File: src/rtl/fir_pkg.sv
`default_nettype none
// fir_pkg -- widths, default prototype coefficients and FSM encoding for fir_interp2.
// Rev 1.0
package fir_pkg;

   localparam int DATA_W    = 16;
   localparam int OUT_W     = 18;
   localparam int FRAC      = 15;
   localparam int PROD_W    = 2 * DATA_W;
   localparam int NTAPS_DEF = 8;

   // Symmetric lowpass prototype; even taps feed phase 0, odd taps phase 1.
   localparam logic signed [DATA_W-1:0] COEF [NTAPS_DEF] = '{
      16'sh0100, 16'sh0800, 16'sh2000, 16'sh3800,
      16'sh3800, 16'sh2000, 16'sh0800, 16'sh0100
   };

   typedef enum logic [1:0] {
      S_IDLE = 2'd0,
      S_EVEN = 2'd1,
      S_ODD  = 2'd2
   } state_t;

endpackage
`default_nettype wire

File: src/rtl/fir_interp2_if.sv
`default_nettype none
// fir_interp2_if -- low-rate sample input and high-rate sample output of fir_interp2.
// Rev 1.0
interface fir_interp2_if;
   import fir_pkg::*;

   logic signed [DATA_W-1:0] i_x;
   logic                     i_valid;
   logic                     o_ready;
   logic [OUT_W-1:0]         o_y;
   logic                     o_valid;

   modport master (output i_x, i_valid, input o_ready, o_y, o_valid);
   modport slave  (input i_x, i_valid, output o_ready, o_y, o_valid);

endinterface
`default_nettype wire

File: src/rtl/fir_interp2_mac.sv
`default_nettype none
// fir_interp2_mac -- combinational full-precision dot product of one polyphase branch.
// Rev 1.0
module fir_interp2_mac
   import fir_pkg::*;
#(
   parameter int NHALF = 4,
   parameter int ACC_W = PROD_W + $clog2(NHALF)
) (
   input  logic signed [DATA_W-1:0] d_i [NHALF],
   input  logic signed [DATA_W-1:0] h_i [NHALF],
   output logic signed [ACC_W-1:0]  acc_o
);

   logic signed [PROD_W-1:0] prod [NHALF];

   always_comb begin
      acc_o = '0;
      for (int k = 0; k < NHALF; k++) begin
         prod[k] = d_i[k] * h_i[k];
         acc_o   = acc_o + ACC_W'(prod[k]);
      end
   end

endmodule
`default_nettype wire

File: src/rtl/fir_interp2.sv
`default_nettype none
// fir_interp2 -- two-phase polyphase interpolate-by-2 FIR, Q15 in, Q2.15 out.
// Rev 1.0; optional output clamping with FIR_INTERP2_SAT_EN.
module fir_interp2
   import fir_pkg::*;
#(
   parameter int NTAPS = 8,
   parameter logic signed [DATA_W-1:0] COEF_SET [NTAPS] = COEF
) (
   input  logic         clk,
   input  logic         i_rst,
   fir_interp2_if.slave bus
);

   localparam int NHALF = NTAPS / 2;
   localparam int ACC_W = PROD_W + $clog2(NHALF);
   localparam int MSB   = OUT_W + FRAC - 1;

   state_t                   state_q, state_d;
   logic signed [DATA_W-1:0] dly_q [NHALF];
   logic signed [DATA_W-1:0] h_even [NHALF];
   logic signed [DATA_W-1:0] h_odd  [NHALF];
   logic signed [DATA_W-1:0] h_sel  [NHALF];
   logic signed [ACC_W-1:0]  acc;
   logic [OUT_W-1:0]         y_sat;
   logic [OUT_W-1:0]         y_q, y_d;
   logic                     valid_q, valid_d;
   logic                     ready;
   logic                     accept;
   logic                     acc_unused;

   for (genvar k = 0; k < NHALF; k++) begin : g_phase
      assign h_even[k] = COEF_SET[2*k];
      assign h_odd[k]  = COEF_SET[2*k+1];
   end

   always_comb begin
      for (int k = 0; k < NHALF; k++) begin
         h_sel[k] = (state_q == S_ODD) ? h_odd[k] : h_even[k];
      end
   end

   fir_interp2_mac #(
      .NHALF (NHALF),
      .ACC_W (ACC_W)
   ) u_mac (
      .d_i   (dly_q),
      .h_i   (h_sel),
      .acc_o (acc)
   );

   always_comb begin
      y_sat = acc[MSB:FRAC];
`ifdef FIR_INTERP2_SAT_EN
      // Bits above the Q2.15 window must all equal the sign for the slice to be exact.
      if (acc[ACC_W-1:MSB] != {(ACC_W-MSB){acc[ACC_W-1]}}) begin
         y_sat = acc[ACC_W-1] ? {1'b1, {(OUT_W-1){1'b0}}} : {1'b0, {(OUT_W-1){1'b1}}};
      end
`endif
   end

   assign acc_unused = ^{acc[ACC_W-1:MSB+1], acc[FRAC-1:0]};

   assign ready  = (state_q != S_EVEN) && !i_rst;
   assign accept = bus.i_valid && ready;

   always_comb begin
      state_d = state_q;
      y_d     = y_q;
      valid_d = 1'b0;
      unique case (state_q)
         S_IDLE: begin
            if (accept) state_d = S_EVEN;
         end
         S_EVEN: begin
            y_d     = y_sat;
            valid_d = 1'b1;
            state_d = S_ODD;
         end
         S_ODD: begin
            y_d     = y_sat;
            valid_d = 1'b1;
            state_d = accept ? S_EVEN : S_IDLE;
         end
         default: state_d = S_IDLE;
      endcase
   end

   // A back-to-back accept in S_ODD shifts at the same edge that registers y_o,
   // so the odd phase is always computed from the pre-shift delay line.
   always_ff @(posedge clk or posedge i_rst) begin
      if (i_rst) begin
         state_q <= S_IDLE;
         y_q     <= '0;
         valid_q <= 1'b0;
         for (int k = 0; k < NHALF; k++) dly_q[k] <= '0;
      end else begin
         state_q <= state_d;
         y_q     <= y_d;
         valid_q <= valid_d;
         if (accept) begin
            dly_q[0] <= bus.i_x;
            for (int k = 1; k < NHALF; k++) dly_q[k] <= dly_q[k-1];
         end
      end
   end

   assign bus.o_ready = ready;
   assign bus.o_y     = y_q;
   assign bus.o_valid = valid_q;

endmodule
`default_nettype wire
File: src/flat_wrapper.sv
// flat-port wrapper written by rule: the top's interface ports become plain ports
module fir_interp2_flat import fir_pkg::*;
#(
   parameter int NTAPS = 8,
   parameter logic signed [DATA_W-1:0] COEF_SET [NTAPS] = COEF
)
  (clk, i_rst, bus_i_x, bus_i_valid, bus_o_ready, bus_o_y, bus_o_valid);
  fir_interp2_if bus_i ();
  input  logic clk;
  input  logic i_rst;
  input wire logic [$bits(bus_i.i_x)-1:0] bus_i_x;
  input wire logic [$bits(bus_i.i_valid)-1:0] bus_i_valid;
  output wire logic [$bits(bus_i.o_ready)-1:0] bus_o_ready;
  output wire logic [$bits(bus_i.o_y)-1:0] bus_o_y;
  output wire logic [$bits(bus_i.o_valid)-1:0] bus_o_valid;
  assign bus_i.i_x = bus_i_x;
  assign bus_i.i_valid = bus_i_valid;
  assign bus_o_ready = bus_i.o_ready;
  assign bus_o_y = bus_i.o_y;
  assign bus_o_valid = bus_i.o_valid;
  fir_interp2 #(.NTAPS(NTAPS), .COEF_SET(COEF_SET)) u_core (.clk(clk), .i_rst(i_rst), .bus(bus_i));
endmodule
File: config.mk
export PLATFORM = sky130hd
export DESIGN_NAME = fir_interp2_flat
export DESIGN_NICKNAME = d
export VERILOG_FILES = /design/src/rtl/fir_pkg.sv /design/src/rtl/fir_interp2_if.sv /design/src/rtl/fir_interp2_mac.sv /design/src/rtl/fir_interp2.sv /design/src/flat_wrapper.sv
export SDC_FILE = /design/constraint.sdc
export NUM_CORES = 1
export LEC_CHECK = 0
export ABC_CLOCK_PERIOD_IN_PS = 19850
export BUFFER_PORTS_ARGS = -buffer_cell sky130_fd_sc_hd__buf_2
export CAP_MARGIN = 20
export CORE_ASPECT_RATIO = 1.1
export CORE_MARGIN = 2
export CORE_UTILIZATION = 25
export CTS_CLUSTER_SIZE = 16
export DETAILED_ROUTE_END_ITERATION = 8
export HOLD_SLACK_MARGIN = 0.06
export SLEW_MARGIN = 20
export SYNTH_ARGS = -nofsm -noshare
export SYNTH_HDL_FRONTEND = slang
export SYNTH_SLANG_ARGS = --single-unit
File: constraint.sdc
create_clock -name clk -period 19.85 [get_ports clk]
set_clock_uncertainty 0.1 [all_clocks]
set_input_delay 0 -clock clk [delete_from_list [all_inputs] [get_ports clk]]
set_output_delay 0 -clock clk [all_outputs]
set_load 0.01 [all_outputs]
==> flow_summary.toml <==
[sta]
setup_viol = 0
fmax_mhz = 121
finalHoldViolations = 0
period_share_pct = 41.7
hold_ws_ps = 176
slew_headroom_pct = 34.4
grt_setup_unrepaired = "no"
slew_viol_final = 0
fin_ws_ps = 11580
worstMarginPinSlew_ps = 985
fin_tns_setup_ps = 0
period_needed_ps = 8270

[route]
firstDrtPassIters = 4
drc = 0
wl_per_cell_um = 12.3
antenna_left = 0
drt_wl_total_um = 20700
routed_via_density = 4.03
drtIter0Drc = 127
vias = 6791

[yosys]
ys_seq_elements = 85
ys_seq_area_share_pct = 19.5
synth_top_area_cell = "ha_1"
synthDistinctLibCells = 43
synth_warnings = 0
netlist_area_um2 = 10900
postSynthAreaPerCell_um2 = 10.6
synth_area_leaders = "ha_1, fa_1, dfrtp_1, mux2_2, inv_1"
synth_edf_count = 0
syn_inst = 1026
ys.flop_type = "dfrtp_1"
synth_top_area_share_pct = 24.4
ys_async_sr_fraction_pct = 100

[final_layout]
fillers = 4531
multi_input_area_um2 = 7730
drive_gt1_share_pct = 15.4
antenna_cells = 0
fin_util_pct = 28.6
area_growth_pct = 13.5
nNetsFinal = 1465
seq_area_um2 = 2130

[min_path]
hold_path.class = "in2async"

[status]
outcome = "complete, no violations"

[worst_setup_path]
critPathSlowestCell = "fa_1"
critPathArrivalTime_ps = 8430
end_kind = "flip-flop"
cp.required_ps = 20010
cp_max_fo = 47
start_kind = "flip-flop"
critPathMaxStageDelay_ps = 560
worstSetupPathType = "reg2reg"

[floorplanning]
initial_core_util_pct = 25.2
rows = 80
die_area_um2 = 45200
boundaryPins = 39
die-width_um = 203
coreArea_um2 = 43100
die_h_um = 223

[grt]
antenna_found_initial = 0
grt_pass1_vias = 7167
grt_pass1_wl_um = 35600
overflow = 0
grt_usage_pct = 9.86
grt_max_degree = 73

[clock_tree]
tritoncts = "yes"
path_clk_slew_ps = 70
worstSkewPairLatency_ps = 370
cts_buffers = 9
cts_resized = 0
htree_levels = 3
cts_buffer_depth = 2
cts_num_sinks = 85
cts_root_buf = "clkbuf_16"

[place]
dp_hpwl_um = 17200
port_buffers = 38
post-place-ws_ps = 11630
gp_congestion = 0.781

[flow_run]
max_cap_violations = 0
==> logic make-up after synthesis <==
logic type	Yosys count	share of synthesized area [%]
other	2	0.0690
and+or+nand+nor	92	4.40
adders and majority gates	340	47.9
muxes	100	10.3
DFF	85	19.5
AOI/OAI and AO/OA	54	3.46
xor gates and xnor gates	48	3.86
buffers and inverters	305	10.5
==> cell usage in the layout (no fill, tap or decap), types with 7 or more instances in the layout <==
| cell type | n |
|---|---|
| xnor2_1 | 40 |
| conb_1 | 32 |
| nor2b_1 | 8 |
| fa_1 | 128 |
| xor2_1 | 8 |
| ha_1 | 211 |
| nor2_1 | 7 |
| a31o_2 | 8 |
| and3_1 | 8 |
| clkbuf_16 | 9 |
| inv_1 | 283 |
| nand2_1 | 31 |
| o21ai_0 | 13 |
| mux2_2 | 95 |
| a21oi_1 | 10 |
| dfrtp_1 | 85 |
| dlygate4sd3_1 | 17 |
| buf_2 | 38 |
| nand2b_1 | 13 |
| and2_1 | 12 |
==> flip-flops by register name (all words and copies together), names as in the netlist <==
register,count
u_core.bus.o_y,18
u_core.state_q,2
u_core.bus.o_valid,1
u_core.dly_q,64
==> synth_stat cells, types with 2 or more instances <==
| master | number |
|---|---|
| mux2i_1 | 5 |
| ha_1 | 212 |
| a211o_1 | 2 |
| o21bai_1 | 3 |
| a31oi_1 | 3 |
| a31o_2 | 8 |
| inv_1 | 284 |
| and3_1 | 8 |
| and2_1 | 13 |
| nand2b_1 | 13 |
| nor2b_1 | 8 |
| or3_1 | 3 |
| xor2_1 | 8 |
| nor3_1 | 2 |
| mux2_2 | 95 |
| dfrtp_1 | 85 |
| xnor2_1 | 40 |
| nand3_1 | 2 |
| nor2_1 | 7 |
| a21oi_1 | 10 |
| clkbuf_1 | 20 |
| conb_1 | 2 |
| fa_1 | 128 |
| nand2_1 | 31 |
| o21ai_0 | 13 |
| a21o_1 | 4 |
==> final cells by class <==
type | count | share of cell area [%]
multi-input combinational | 666 | 62.6
inverter | 284 | 8.64
clock buffer | 10 | 1.93
clock inverter | 6 | 0.607
sequential | 85 | 17.2
timing repair buffer | 60 | 3.22
tap | 574 | 5.81
==> critical path, delay by kind of cell (launching register included) <==
kind	cells	cell delay (ps)
simple gates	3	770
buf+inv	8	1230
compound gates	6	1170
fa+ha+maj	11	4480
flops	1	400
==> path summary, 6_finish.rpt <==
kind                              startpoint                 end  slack (ps)  cells past startpoint
setup / recovery           u_core.state_q[0]  u_core.bus.o_y[17]       11580                     28
hold / removal                         i_rst    u_core.dly_q[63]         180                      3
setup reg to reg           u_core.state_q[0]  u_core.bus.o_y[17]       11580                     28
hold reg to reg            u_core.bus.o_y[8]   u_core.bus.o_y[8]         410                      1
max in group asynchronous              i_rst    u_core.dly_q[11]       18330                      4
min in group clk                 bus_i_x[13]    u_core.dly_q[61]         290                      3
==> what timing repair did <==
| item | 4_1_cts | 5_1_grt |
|---|---|---|
| endpoints found under the hold margin | 50 | 0 |
| setup buffers | 0 | 0 |
| hold buffers | 17 | 0 |
| endpoints found under the setup margin | 0 | 0 |
==> metrics by stage <==
stage | instances | area (µm²)
final | 1685 | 12400
after global routing | 1685 | 12400
after CTS | 1685 | 12400
after detailed placement | 1652 | 11900
after global placement | 1652 | 11900
after floorplan | 1056 | 11000
==> layer usage <==
metal	up-vias	track usage, %	wire (µm)
met5	-	0	0
met2	62	16.5	10200
met1	3368	13.0	9560
met3	20	1.96	525
li1	3341	-	-
met4	0	2.54	417
Power is left out: the tool's default activity adds up to more than one toggle a clock period on the data nets, which glitch-free logic cannot reach.
